[config.mk]
export PLATFORM = sky130hd
export DESIGN_NAME = priv_mode_sequencer_flat
export DESIGN_NICKNAME = d
export VERILOG_FILES = /design/src/rtl/priv_seq_pkg.sv /design/src/rtl/priv_mode_sequencer_if.sv /design/src/rtl/irq_priority_encoder.sv /design/src/rtl/priv_mode_sequencer.sv /design/src/flat_wrapper.sv
export SDC_FILE = /design/constraint.sdc
export NUM_CORES = 1
export LEC_CHECK = 0
export BUFFER_PORTS_ARGS = -buffer_cell sky130_fd_sc_hd__buf_2
export CORE_UTILIZATION = 40
export CTS_CLUSTER_DIAMETER = 80
export DETAILED_ROUTE_END_ITERATION = 12
export PLACE_DENSITY = 0.85
export SLEW_MARGIN = 20
export SYNTH_ARGS = -nofsm -noshare
export SYNTH_HDL_FRONTEND = slang
export SYNTH_SLANG_ARGS = --single-unit
export TNS_END_PERCENT = 100
[constraint.sdc]
create_clock -name fast_clock -period 2 [get_ports fast_clock]
set_input_delay 0.2 -clock fast_clock [delete_from_list [all_inputs] [get_ports fast_clock]]
set_output_delay 0.2 -clock fast_clock [all_outputs]
set_load 0.005 [all_outputs]
[src/rtl/priv_seq_pkg.sv]
// Shared types and constants for the privileged-mode sequencer and its RegBank command encoding.
package priv_seq_pkg;

  typedef enum logic [2:0] {
    USER,
    ENTER,
    CAUSE,
    VECTOR,
    KERNEL,
    EXIT
  } priv_state_t;

  // RegBank control codes
  localparam logic [2:0] CTRL_ALU   = 3'd1;
  localparam logic [2:0] CTRL_MEM   = 3'd3;
  localparam logic [2:0] CTRL_ENTER = 3'd4;
  localparam logic [2:0] CTRL_EXIT  = 3'd5;
  localparam logic [2:0] CTRL_CPXR  = 3'd6;

  localparam logic [3:0] PC_REG = 4'd15;
  localparam logic [3:0] SP_REG = 4'd14;

  // States that own the commit slot and freeze fetch/decode
  function automatic logic is_stall_state(input priv_state_t s);
    return (s == ENTER) || (s == CAUSE) || (s == VECTOR) || (s == EXIT);
  endfunction

endpackage

[src/rtl/priv_mode_sequencer_if.sv]
// Decoder/RegBank-side signal bundle of the privileged-mode sequencer.
interface priv_mode_sequencer_if #(
  parameter int NUM_IRQ        = 4,
  parameter int ADDR_WIDTH     = 32,
  parameter int SPECREG_LENGTH = 4
);
  logic                      slow_tick;
  logic                      core_boundary;
  logic [NUM_IRQ-1:0]        irq_req;
  logic [NUM_IRQ-1:0]        irq_mask;
  logic                      swi_req;
  logic                      ret_req;
  logic [2:0]                core_control;
  logic [3:0]                core_dest;
  logic                      core_branch;
  logic [2:0]                bank_control;
  logic [3:0]                bank_dest;
  logic                      bank_branch;
  logic                      alu_override;
  logic [ADDR_WIDTH-1:0]     vector_addr;
  logic [SPECREG_LENGTH-1:0] special_register;
  logic                      stall;
  logic                      in_kernel;
  logic [NUM_IRQ-1:0]        irq_ack;
  logic                      swi_ack;

  // master: core/decoder side; slave: the sequencer
  modport master (
    output slow_tick, core_boundary, irq_req, irq_mask, swi_req, ret_req,
           core_control, core_dest, core_branch,
    input  bank_control, bank_dest, bank_branch, alu_override, vector_addr,
           special_register, stall, in_kernel, irq_ack, swi_ack
  );

  modport slave (
    input  slow_tick, core_boundary, irq_req, irq_mask, swi_req, ret_req,
           core_control, core_dest, core_branch,
    output bank_control, bank_dest, bank_branch, alu_override, vector_addr,
           special_register, stall, in_kernel, irq_ack, swi_ack
  );
endinterface

[src/rtl/irq_priority_encoder.sv]
// Picks the winning request: SWI is cause 0, otherwise the lowest unmasked IRQ i is cause i+1.
module irq_priority_encoder #(
  parameter int NUM_IRQ     = 4,
  parameter int CAUSE_WIDTH = 4
) (
  input  logic [NUM_IRQ-1:0]     irq_active,
  input  logic                   swi_req,
  output logic                   valid,
  output logic [CAUSE_WIDTH-1:0] cause
);

  logic [NUM_IRQ-1:0]     winner;
  logic                   any_irq;
  logic [CAUSE_WIDTH-1:0] irq_cause;

  // winner is one-hot on the lowest active line
  always_comb begin
    any_irq = 1'b0;
    winner  = '0;
    for (int i = 0; i < NUM_IRQ; i++) begin
      winner[i] = irq_active[i] & ~any_irq;
      any_irq   = any_irq | irq_active[i];
    end
  end

  always_comb begin
    irq_cause = '0;
    for (int i = 0; i < NUM_IRQ; i++) begin
      if (winner[i]) irq_cause = CAUSE_WIDTH'(i + 1);
    end
  end

  assign valid = swi_req | any_irq;
  assign cause = swi_req ? '0 : irq_cause;

endmodule

[src/rtl/priv_mode_sequencer.sv]
// Sequences RegBank kernel entry/exit commits for IRQ/SWI, overriding the decoder's bank inputs.
// Optional macro PRIV_CAUSE_EN adds a CAUSE commit that writes the cause code into CAUSE_REG.
module priv_mode_sequencer
  import priv_seq_pkg::*;
#(
  parameter int NUM_IRQ        = 4,
  parameter int ADDR_WIDTH     = 32,
  parameter int VECTOR_BASE    = 2,
  parameter int VECTOR_STRIDE  = 2,
  parameter int SPECREG_LENGTH = 4,
  parameter int CAUSE_REG      = 12
) (
  input logic                  fast_clock,
  input logic                  reset,
  priv_mode_sequencer_if.slave bus
);

  // The cause write must never land on PC or SP, and every cause must fit the code width
  if (CAUSE_REG < 0 || CAUSE_REG > 15 || CAUSE_REG == int'(PC_REG) ||
      CAUSE_REG == int'(SP_REG) || NUM_IRQ >= (1 << SPECREG_LENGTH)) begin : g_bad_config
    $error("priv_mode_sequencer: invalid CAUSE_REG or NUM_IRQ");
  end

  priv_state_t               state_reg, state_next;
  logic [SPECREG_LENGTH-1:0] cause_reg, cause_next;
  logic [NUM_IRQ-1:0]        irq_active;
  logic                      req_valid;
  logic [SPECREG_LENGTH-1:0] req_cause;
  logic                      ack_fire;

  assign irq_active = bus.irq_req & ~bus.irq_mask;

  irq_priority_encoder #(
    .NUM_IRQ    (NUM_IRQ),
    .CAUSE_WIDTH(SPECREG_LENGTH)
  ) u_encoder (
    .irq_active(irq_active),
    .swi_req   (bus.swi_req),
    .valid     (req_valid),
    .cause     (req_cause)
  );

  always_ff @(posedge fast_clock) begin
    if (reset) begin
      state_reg <= USER;
      cause_reg <= '0;
    end else begin
      state_reg <= state_next;
      cause_reg <= cause_next;
    end
  end

  always_comb begin
    state_next = state_reg;
    cause_next = cause_reg;
    if (bus.slow_tick) begin
      case (state_reg)
        USER: begin
          // Cause is frozen here so later request/mask changes cannot redirect the entry
          if (bus.core_boundary && req_valid) begin
            state_next = ENTER;
            cause_next = req_cause;
          end
        end
`ifdef PRIV_CAUSE_EN
        ENTER:  state_next = CAUSE;
        CAUSE:  state_next = VECTOR;
`else
        ENTER:  state_next = VECTOR;
`endif
        VECTOR: state_next = KERNEL;
        KERNEL: if (bus.core_boundary && bus.ret_req) state_next = EXIT;
        EXIT:   state_next = USER;
        default: state_next = USER;
      endcase
    end
  end

  always_comb begin
    bus.bank_control = bus.core_control;
    bus.bank_dest    = bus.core_dest;
    bus.bank_branch  = bus.core_branch;
    bus.alu_override = 1'b0;
    case (state_reg)
      ENTER: begin
        bus.bank_control = CTRL_ENTER;
        bus.bank_branch  = 1'b0;
      end
`ifdef PRIV_CAUSE_EN
      CAUSE: begin
        bus.bank_control = CTRL_CPXR;
        bus.bank_dest    = 4'(CAUSE_REG);
        bus.bank_branch  = 1'b0;
      end
`endif
      VECTOR: begin
        // PC-only write of vector_addr through the ALU result path
        bus.bank_control = CTRL_ALU;
        bus.bank_dest    = PC_REG;
        bus.bank_branch  = 1'b1;
        bus.alu_override = 1'b1;
      end
      EXIT: begin
        bus.bank_control = CTRL_EXIT;
        bus.bank_branch  = 1'b0;
      end
      default: ;
    endcase
  end

  assign bus.stall     = is_stall_state(state_reg);
  assign bus.in_kernel = (state_reg == KERNEL) || (state_reg == EXIT);

  assign bus.vector_addr = (state_reg == USER) ? '0 :
                           ADDR_WIDTH'(VECTOR_BASE) +
                           ADDR_WIDTH'(cause_reg) * ADDR_WIDTH'(VECTOR_STRIDE);

`ifdef PRIV_CAUSE_EN
  assign bus.special_register = cause_reg;
`else
  assign bus.special_register = '0;
`endif

  assign ack_fire    = (state_reg == ENTER) && bus.slow_tick;
  assign bus.swi_ack = ack_fire && (cause_reg == '0);

  for (genvar gi = 0; gi < NUM_IRQ; gi++) begin : g_irq_ack
    assign bus.irq_ack[gi] = ack_fire && (cause_reg == SPECREG_LENGTH'(gi + 1));
  end

endmodule

[src/flat_wrapper.sv]
// flat-port wrapper written by rule: the top's interface ports become plain ports
module priv_mode_sequencer_flat import priv_seq_pkg::*;
#(
  parameter int NUM_IRQ        = 4,
  parameter int ADDR_WIDTH     = 32,
  parameter int VECTOR_BASE    = 2,
  parameter int VECTOR_STRIDE  = 2,
  parameter int SPECREG_LENGTH = 4,
  parameter int CAUSE_REG      = 12
)
  (fast_clock, reset, bus_slow_tick, bus_core_boundary, bus_irq_req, bus_irq_mask, bus_swi_req, bus_ret_req, bus_core_control, bus_core_dest, bus_core_branch, bus_bank_control, bus_bank_dest, bus_bank_branch, bus_alu_override, bus_vector_addr, bus_special_register, bus_stall, bus_in_kernel, bus_irq_ack, bus_swi_ack);
  priv_mode_sequencer_if #(.NUM_IRQ(NUM_IRQ), .ADDR_WIDTH(ADDR_WIDTH), .SPECREG_LENGTH(SPECREG_LENGTH)) bus_i ();
  input logic fast_clock;
  input logic reset;
  input wire logic [$bits(bus_i.slow_tick)-1:0] bus_slow_tick;
  input wire logic [$bits(bus_i.core_boundary)-1:0] bus_core_boundary;
  input wire logic [$bits(bus_i.irq_req)-1:0] bus_irq_req;
  input wire logic [$bits(bus_i.irq_mask)-1:0] bus_irq_mask;
  input wire logic [$bits(bus_i.swi_req)-1:0] bus_swi_req;
  input wire logic [$bits(bus_i.ret_req)-1:0] bus_ret_req;
  input wire logic [$bits(bus_i.core_control)-1:0] bus_core_control;
  input wire logic [$bits(bus_i.core_dest)-1:0] bus_core_dest;
  input wire logic [$bits(bus_i.core_branch)-1:0] bus_core_branch;
  output wire logic [$bits(bus_i.bank_control)-1:0] bus_bank_control;
  output wire logic [$bits(bus_i.bank_dest)-1:0] bus_bank_dest;
  output wire logic [$bits(bus_i.bank_branch)-1:0] bus_bank_branch;
  output wire logic [$bits(bus_i.alu_override)-1:0] bus_alu_override;
  output wire logic [$bits(bus_i.vector_addr)-1:0] bus_vector_addr;
  output wire logic [$bits(bus_i.special_register)-1:0] bus_special_register;
  output wire logic [$bits(bus_i.stall)-1:0] bus_stall;
  output wire logic [$bits(bus_i.in_kernel)-1:0] bus_in_kernel;
  output wire logic [$bits(bus_i.irq_ack)-1:0] bus_irq_ack;
  output wire logic [$bits(bus_i.swi_ack)-1:0] bus_swi_ack;
  assign bus_i.slow_tick = bus_slow_tick;
  assign bus_i.core_boundary = bus_core_boundary;
  assign bus_i.irq_req = bus_irq_req;
  assign bus_i.irq_mask = bus_irq_mask;
  assign bus_i.swi_req = bus_swi_req;
  assign bus_i.ret_req = bus_ret_req;
  assign bus_i.core_control = bus_core_control;
  assign bus_i.core_dest = bus_core_dest;
  assign bus_i.core_branch = bus_core_branch;
  assign bus_bank_control = bus_i.bank_control;
  assign bus_bank_dest = bus_i.bank_dest;
  assign bus_bank_branch = bus_i.bank_branch;
  assign bus_alu_override = bus_i.alu_override;
  assign bus_vector_addr = bus_i.vector_addr;
  assign bus_special_register = bus_i.special_register;
  assign bus_stall = bus_i.stall;
  assign bus_in_kernel = bus_i.in_kernel;
  assign bus_irq_ack = bus_i.irq_ack;
  assign bus_swi_ack = bus_i.swi_ack;
  priv_mode_sequencer #(.NUM_IRQ(NUM_IRQ), .ADDR_WIDTH(ADDR_WIDTH), .VECTOR_BASE(VECTOR_BASE), .VECTOR_STRIDE(VECTOR_STRIDE), .SPECREG_LENGTH(SPECREG_LENGTH), .CAUSE_REG(CAUSE_REG)) u_core (.fast_clock(fast_clock), .reset(reset), .bus(bus_i));
endmodule
* Yosys cells after proc, flatten, opt, wreduce, memory -nomap -nowiden
Cells that the tools add are included.
** Word-level totals
- Input bits :: 22
- Logic and storage cells :: 56
- Register bits :: 7
- Output and inout bits :: 52
** Operators by class
- Multiplexer cells :: 13
- Equal/unequal tests :: 11
- Bitwise logic cells :: 12
- Add/subtract/negate cells :: 1
- Reduce and logical (&&, ||, !) cells :: 17
** Operators by type and width (count)
- 32-bit two-way mux :: 1
- 4-bit two-way mux :: 5
- 3-bit one-hot mux with 4 select lines :: 1
- 3-bit one-hot mux with 3 select lines :: 1
- 4-bit by 2-bit equality test with 1-bit output (second input constant) :: 2
- 1-bit logical AND :: 8
- 2-bit by 5-bit adder with 6-bit output (first input constant) :: 1
- 3-bit by 2-bit equality test with 1-bit output (second input constant) :: 2
- 3-bit equality test (second input constant) :: 2
- 3-bit two-way mux :: 2
- 3-bit AND reduction :: 2
- 4-bit bitwise AND :: 1
- 4-bit by 1-bit equality test with 1-bit output (second input constant) :: 1
- 4-bit by 3-bit equality test with 1-bit output (second input constant) :: 1
- 4-bit logical NOT :: 1
- 1-bit logical OR :: 4
- 2-bit by 1-bit inequality test with 1-bit output (second input constant) :: 2
- 4-bit inverter :: 1
- 1-bit bitwise OR :: 4
- 1-bit bitwise AND :: 3
- 3-bit by 1-bit equality test with 1-bit output (second input constant) :: 1
- 3-bit logical NOT :: 1
- 1-bit inverter :: 3
- 1-bit two-way mux :: 2
- 2 further kinds :: 2

* Logic depth before layout (Yosys ltp)
Gate-level depths: netlist of the first run.
- Word-level depth :: 9
- Mapped depth :: 5
- Depth with buffers taken out :: 4

* Hierarchy
A second synthesis of the first run with hierarchy kept.
** Second synthesis, totals
- Cell total of the unflattened synthesis :: 127
- Area, all modules :: 942.2 um^2
** By module, submodules not included
- priv_mode_sequencer :: times used 1, cells an instance 117, area each 882.1 um^2, seq. area each 140.1 um^2
- irq_priority_encoder :: times used 1, cells an instance 10, area each 60.1 um^2, seq. area each 0.0 um^2

* Worst setup path before layout of the first run
No wires, ideal clock.
- Path type :: input -> register
- From :: input port bus_irq_req[0]
- To :: register u_core.cause_reg[0]
- Data required time :: 1879 ps
- Path buffers :: 0
- Data arrival time :: 1321 ps
- Setup time :: 121 ps
- Cell stages on the path :: 4
- Slack :: 557 ps
- Cell sequence :: nor2b_4 > or4_4 > o21a_1 > mux2_4
** Between the ends
- Cells in the longest elaborated chain, start to end :: 7
- Elaborated cells between the ends (all ways) :: 18
- Classes of those cells :: 5 x mux; 11 x bitwise; 2 x reduce/logical
** Ends and longest elaborated chain
- start: declaration :: RTL line flat_wrapper.sv:17 : input wire logic [$bits(bus_i.irq_req)-1:0] bus_irq_req;
- 4-bit bitwise AND * :: RTL line priv_mode_sequencer.sv:31 : assign irq_active = bus.irq_req & ~bus.irq_mask;
- 1-bit bitwise OR / 1-bit inverter (equally long branches) :: RTL line irq_priority_encoder.sv:22, irq_priority_encoder.sv:21
- 1-bit bitwise OR (tied with other cells) (2 in series) :: RTL line irq_priority_encoder.sv:22 : any_irq = any_irq | irq_active[i];
- 1-bit bitwise OR (tied with other cells) :: RTL line irq_priority_encoder.sv:33 : assign valid = swi_req | any_irq;
- 1-bit logical AND / 4-bit two-way mux (equally long branches) :: RTL line priv_mode_sequencer.sv:60, irq_priority_encoder.sv:29
- 3-bit AND reduction (no line) / 4-bit two-way mux (equally long branches)
- end signal: assignment :: RTL line priv_mode_sequencer.sv:49 : cause_reg <= cause_next;
- end: declaration :: RTL line priv_mode_sequencer.sv:25 : logic [SPECREG_LENGTH-1:0] cause_reg, cause_next;
Mark *: on every way between the ends. The rest lies on a longest branch, timed or not.
A chain may end at the register's enable or synchronous reset.

* Worst setup path in the final report of the first run
- From :: register u_core.state_reg[0]
- To :: output port bus_irq_ack[0]
** Between the ends
- Cells in the longest elaborated chain, start to end :: 3
** Ends and longest elaborated chain
- start: declaration :: RTL line priv_mode_sequencer.sv:24 : priv_state_t state_reg, state_next;
- start signal: assignment :: RTL line priv_mode_sequencer.sv:48 : state_reg <= state_next;
- 3-bit by 1-bit equality test with 1-bit output :: RTL line priv_mode_sequencer.sv:124 : assign ack_fire = (state_reg == ENTER) && bus.slow_tick;
- 1-bit logical AND :: RTL line priv_mode_sequencer.sv:124
- 1-bit logical AND :: RTL line priv_mode_sequencer.sv:128 : assign bus.irq_ack[gi] = ack_fire && (cause_reg == SPECREG_LENGTH'(gi + 1));
- end: declaration :: RTL line flat_wrapper.sv:32 : output wire logic [$bits(bus_i.irq_ack)-1:0] bus_irq_ack;
No other way between the ends.

==> summary.txt, run 1 <==
Clock tree
  • Deepest clock path buffer count: 2
  • CTS H-Tree Depth: 1
  • Post-CTS sizing: 0
  • Worst skew pair latency: 0.25 ns
  • CTS Buf Count: 3
  • Hold-fix buffers at CTS: 0
  • Postcts setup bufs: 0
  • Clock Pin Slew Worst Setup and Hold Paths: ~0.05 ns
  • Sink Count: 6
  • Root Buffer: clkbuf_4
  • TritonCTS clock tree: done

Setup path
  • WS Path Type: reg2out
  • Type of origin of the critical path: flop
  • Crit Path Max Fanout: 11
  • CP endpoint kind: primary output
  • CP Data Arrival Time: 1.57 ns
  • Worst endpoint required time: 1.80 ns

STA
  • Fin. Hold Viols: 0
  • Worst Clk Skew: approximately 0.0065 ns
  • Tmin final: 1.77 ns
  • Final slew viol count: 0
  • Max Fclk: 564 MHz
  • Setup TNS: 0 ns
  • Hold slack final: between 0.2 and 0.25 ns
  • RSZ-0062 raised after global routing: no
  • Crit share post-route: 88.7%
  • # setup viols final: 0

Global route
  • Vias in the first global route: about 540
  • Gr usage total: 13.2%
  • Initial antenna violation count: 0
  • Largest net degree at the start of global routing: 14
  • First-pass GRT wire length: 2080 µm
  • Overflow after GRT: 0

Yosys
  • Post-synth EDFFs: 0
  • Synth Instances: 113
  • Seq cells post-synth: 6
  • Distinct cell type count after synthesis: 28
  • Post-synthesis sequential area ratio: between 10% and 20%
  • Asr flop ratio synth: 0%
  • Syn Std Cell Area: a little over 800 µm²
  • Synth Flop Type: dfxtp_1
  • Yosys warnings: 0
  • Syn avg cell area: around 7.3 µm²

Die
  • Die Y: roughly 47 µm
  • DIE AREA: between 0.002 and 0.0025 mm²
  • I/O pin count: 74
  • Row cnt: 16
  • Core ar.: 0.00194 mm²
  • Initial Util: 42.5%
  • Die Wd: 47.4 µm

Final layout
  • P&R area growth vs syn: 14.9%
  • Layout cells sized above 1: 30.9%
  • Final instance area: 947 µm²
  • Commonest cells after routing, fill and taps aside: buf_2 (41), conb_1 (32), nor2_1 (10), nor2b_1 (9), nand2b_1 (8)
  • # fillers: 223
  • Commonest non-fill, non-tap cell in the layout: buf_2
  • Layout Cells excl Fill: approximately 180
  • Antenna cells: 0
  • Nets: 181

Routing
  • Detail Route Antenna Nets: 0
  • Routed WL: between 1500 and 2000 µm
  • Max layer used: met4
  • Wire length on met2: 685 µm
  • Via-to-Cell Ratio: 4.32
  • WL/cell: 8.57 µm
  • Met3 routed WL: 192 µm
  • Residual DRC: 0
  • Wl on met1: 637 µm
  • DRT Pass-1 Iters: 4
  • Initial DRC Count: 14
  • Vias: approximately 770

Placed design
  • Placer congestion estimate: 0.764
  • Placed inst area: 925 µm²
  • Cells after DPL: about 180
  • Port Buffers: approximately 40
  • Post-DP HPWL: approximately 1300 µm

Power
  • Combinational cell fraction of total power: between 30% and 40%
  • Pwr/cell area: 377 mW/mm²
  • Net Sw Frac: a little under a third
  • Sw power: 0.111 mW
  • Lkg Pwr: 0.540 nW
  • Clock share of power: 31.2%
  • Worst VDD drop: roughly 0.14 mV
  • Reg power frac: 37.1%
  • Pint: about 0.25 mW

Run status
  • Status: completed

Min path
  • Tightest Hold Check Type: in2reg

Flow run
  • Total of max-cap violations: 0
==> through the flow <==
step | total power [mW] | setup WS [ns] | utilization [%]
floorplan | 0.247 | 0.557 | -
global placement | 0.246 | 0.435 | 47.6
detailed placement | 0.247 | 0.430 | 47.6
CTS | 0.363 | 0.212 | 48.8
global route | 0.387 | 0.0820 | 48.8
finish | 0.357 | 0.226 | 48.8
==> Yosys cell counts, drive strengths merged, types with 2 or more instances <==
library cell  number  share of area, %
a211oi             2               1.8
nor2b             10               8.5
inv                5               2.3
nand2b             8               6.1
nand2              4               1.8
clkbuf             3               1.4
buf               33                30
dfxtp              6                15
and3               2               1.5
nor4               2               1.5
o21ai              2               1.2
ha                 5               7.6
a21oi              5               3.0
and2               3               2.3
nor2              10               4.6
nor3               3               1.8
==> cell families (layout without fill, tap and decap cells) <==
kind of cell	count (synthesis)	count (layout)	synth area share (%)
mux	1	1	1.82
flops	6	6	14.6
simple gates	43	43	29.4
other cells	1	32	0.455
buf+inv	41	49	33.2
compound gates	16	16	12.9
fa+ha+maj	5	5	7.59
==> worst max-delay path: stages, from the launching register on <==
cell     delay, ns
dfxtp_1       0.51
nor2b_1       0.29
nand2_1       0.14
nor2_1        0.15
and2_1        0.14
buf_2         0.11
==> path summary, 6_finish.rpt <==
path | from | endpoint | slack [ns] | cells past startpoint
max | u_core.state_reg[0] | bus_irq_ack[0] | 0.23 | 5
min | reset | u_core.state_reg[1] | 0.22 | 2
max reg2reg | u_core.state_reg[2] | u_core.cause_reg[0] | 0.47 | 4
min reg2reg | u_core.cause_reg[2] | u_core.cause_reg[2] | 0.57 | 2
==> layer usage <==
layer  global-route usage [%]  vias to the layer above
li1                         -                      385
met1                     15.8                      324
met2                     21.9                       62
met3                     1.54                        2
met4                     8.57                        0
met5                        0                        -
==> layout make-up <==
type | count | area (µm²) | area share [%]
Clock buffer | 3 | 22.5 | 2.38
Inverter | 5 | 18.8 | 1.98
Multi-Input combinational cell | 97 | 547 | 57.7
Sequential cell | 6 | 120 | 12.7
Tap cell | 27 | 33.8 | 3.57
Timing Repair Buffer | 41 | 205 | 21.7
==> power by group through the flow <==
| stage | Sequential [mW] | Combinational (mW) | Clock (mW) |
|---|---|---|---|
| after floorplan | 0.129 | 0.119 | 0 |
| after detailed placement | 0.134 | 0.113 | 0 |
| after CTS | 0.132 | 0.113 | 0.118 |
| after global placement | 0.134 | 0.112 | 0 |
| after global routing | 0.133 | 0.133 | 0.120 |
| final | 0.132 | 0.113 | 0.111 |
Note: power is estimated with default switching activity, not from simulation.
==> inputs of run 2 (changes only) <==
Clock period 2 ns to 2.3 ns, I/O delays scaled along.
==> summary.txt, run 2 (synthesis results as in run 1) <==
Power
  • Clock share of power: 31.0% (-0.2 points)
  • Pint: 0.214 mW (-13%)
  • Sw power: 0.0957 mW (-13%)
  • Combinational cell fraction of total power: 31.9% (+0.2 points)
  • Reg power frac: 37.1% (about the same)
  • Worst VDD drop: 0.157 mV (+14%)
  • Net Sw Frac: 30.9% (-0.095 points)
  • Lkg Pwr: 0.540 nW (unchanged)
  • Pwr/cell area: 327 mW/mm² (-13%)

Routing
  • Detail Route Antenna Nets: 0 (unchanged)
  • WL/cell: 8.32 µm (-2.9%)
  • Vias: 755 (-2.3%)
  • Routed WL: 1490 µm (-2.9%)
  • Via-to-Cell Ratio: 4.22 (-2.3%)
  • Initial DRC Count: 10 (-4)
  • DRT Pass-1 Iters: 4 (unchanged)
  • Residual DRC: 0 (unchanged)

Setup path
  • CP endpoint kind: primary output
  • CP Data Arrival Time: 1.54 ns (-0.03 ns)
  • Crit Path Max Fanout: 11 (unchanged)
  • Type of origin of the critical path: flop
  • Critical Path Source: u_core.state_reg[0]
  • R2r setup slk: 0.75 ns (+0.28 ns)
  • Reg2reg end: u_core.cause_reg[0]
  • Worst endpoint required time: 2.07 ns (+0.27 ns)
  • R2r startpoint: u_core.state_reg[2]
  • Cells on worst reg2reg path: 4 (unchanged)
  • WS Path Type: reg2out

Run status
  • Status: completed

Final layout
  • Layout cells sized above 1: 30.9% (unchanged)
  • Commonest cells after routing, fill and taps aside: buf_2 (41), conb_1 (32), nor2_1 (10), nor2b_1 (9), nand2b_1 (8)
  • Commonest non-fill, non-tap cell in the layout: buf_2
  • Layout Cells excl Fill: 179 (unchanged)
  • # fillers: 202 (-9.4%)
  • Nets: 181 (unchanged)
  • Antenna cells: 0 (unchanged)
  • P&R area growth vs syn: 14.9% (unchanged)

Global route
  • Met2 global-route usage: 23.8% (+1.9 points)
  • Initial antenna violation count: 0 (unchanged)
  • Vias in the first global route: 556 (+3.5%)
  • Gr usage total: 13.7% (+0.55 points)
  • Met1 global-route usage: 15.4% (-0.46 points)
  • First-pass GRT wire length: 2120 µm (+1.7%)
  • Global route hottest layer: met2
  • Overflow after GRT: 0 (unchanged)
  • Largest net degree at the start of global routing: 14 (unchanged)
  • Routing usage on met3: 1.15% (-0.38 points)

Flow run
  • Total of max-cap violations: 0 (unchanged)

Min path
  • Hold depth: 2 (unchanged)
  • Worst hold path startpoint: reset
  • Tightest Hold Check Type: in2reg
  • Hold Path End: u_core.state_reg[1]

STA
  • Setup TNS: 0 ns (unchanged)
  • Worst Clk Skew: 0.00262 ns (-0.00391 ns)
  • # setup viols final: 0 (unchanged)
  • Hold slack final: 0.267 ns (+0.0483 ns)
  • RSZ-0062 raised after global routing: no
  • Fin. Hold Viols: 0 (unchanged)
  • Tmin final: 1.77 ns
  • Max Fclk: 564 MHz
  • Crit share post-route: 77.0%
  • Final slew viol count: 0 (unchanged)

Placed design
  • Cells after DPL: 176 (unchanged)
  • Placer congestion estimate: 0.770 (+0.76%)
  • Post-DP HPWL: 1260 µm (about the same)
  • Port Buffers: 41 (unchanged)

Clock tree
  • CTS Buf Count: 3 (unchanged)
  • CTS H-Tree Depth: 1 (unchanged)
  • Hold-fix buffers at CTS: 0 (unchanged)
  • Sink Count: 6 (unchanged)
  • Clock Pin Slew Worst Setup and Hold Paths: 0.04 ns (about the same)
  • Deepest clock path buffer count: 2 (unchanged)
  • TritonCTS clock tree: done
  • Root Buffer: clkbuf_4
  • Post-CTS sizing: 0 (unchanged)
  • Worst skew pair latency: 0.24 ns (about the same)
  • Postcts setup bufs: 0 (unchanged)

Die
  • Initial Util: 42.5% (unchanged)
  • Die Y: 47.4 µm (unchanged)
  • Die Wd: 47.4 µm (unchanged)
  • DIE AREA: 0.00225 mm² (unchanged)
  • Core ar.: 0.00194 mm² (unchanged)
  • Row cnt: 16 (unchanged)
  • I/O pin count: 74 (unchanged)
-- run 2: cell counts in the layout (fill, tap and decap cells not counted) --
No cell type changed its count.
-- run 2: worst max-delay path: stages (launching register included) --
cell     delay (ns)
dfxtp_1        0.50
nor2b_1        0.28
nand2_1        0.14
nor2_1         0.14
and2_1         0.14
buf_2          0.10
-- run 2: power by group through the flow --
stage / clock [mW] / combinational [mW] / sequential (mW)
2_1_floorplan: 0 / 0.103 / 0.112
3_3_place_gp: 0 / 0.0971 / 0.117
3_5_place_dp: 0 / 0.0987 / 0.117
4_1_cts: 0.102 / 0.0989 / 0.115
5_1_grt: 0.107 / 0.116 / 0.116
6_report: 0.0962 / 0.0989 / 0.115
-- run 2: metal layers --
metal  wire [µm]  up-vias
met5           0        -
met4           0        0
met3         164        0
met2         700       56
met1         624      316
li1            -      383
-- run 2: how the worst max path moves through the flow --
stage                                endpoint  slack (ns)  cells past startpoint
after detailed placement  u_core.cause_reg[0]        0.69                      5
after floorplan           u_core.cause_reg[0]        0.83                      4
after global placement    u_core.cause_reg[0]        0.71                      5
after CTS                         bus_swi_ack        0.51                      5
after global routing           bus_irq_ack[0]        0.37                      5
final                             bus_swi_ack        0.53                      5
-- run 2: area by class of cell --
| cell class | count | area (µm²) | area share, % |
|---|---|---|---|
| Multi-Input combinational cell | 97 | 547 | 57.7 |
| Timing Repair Buffer | 41 | 205 | 21.7 |
| Tap cell | 27 | 33.8 | 3.57 |
| Sequential cell | 6 | 120 | 12.7 |
| Clock buffer | 3 | 22.5 | 2.38 |
| Inverter | 5 | 18.8 | 1.98 |
-- run 2: stage by stage --
stage / setup WS (ns) / util (%) / power, mW / area, µm²
CTS: 0.508 / 48.8 / 0.316 / 947
floorplan: 0.827 / - / 0.215 / 941
detailed placement: 0.686 / 47.6 / 0.215 / 925
global route: 0.368 / 48.8 / 0.339 / 947
finish: 0.528 / 48.8 / 0.310 / 947
global placement: 0.708 / 47.6 / 0.214 / 925
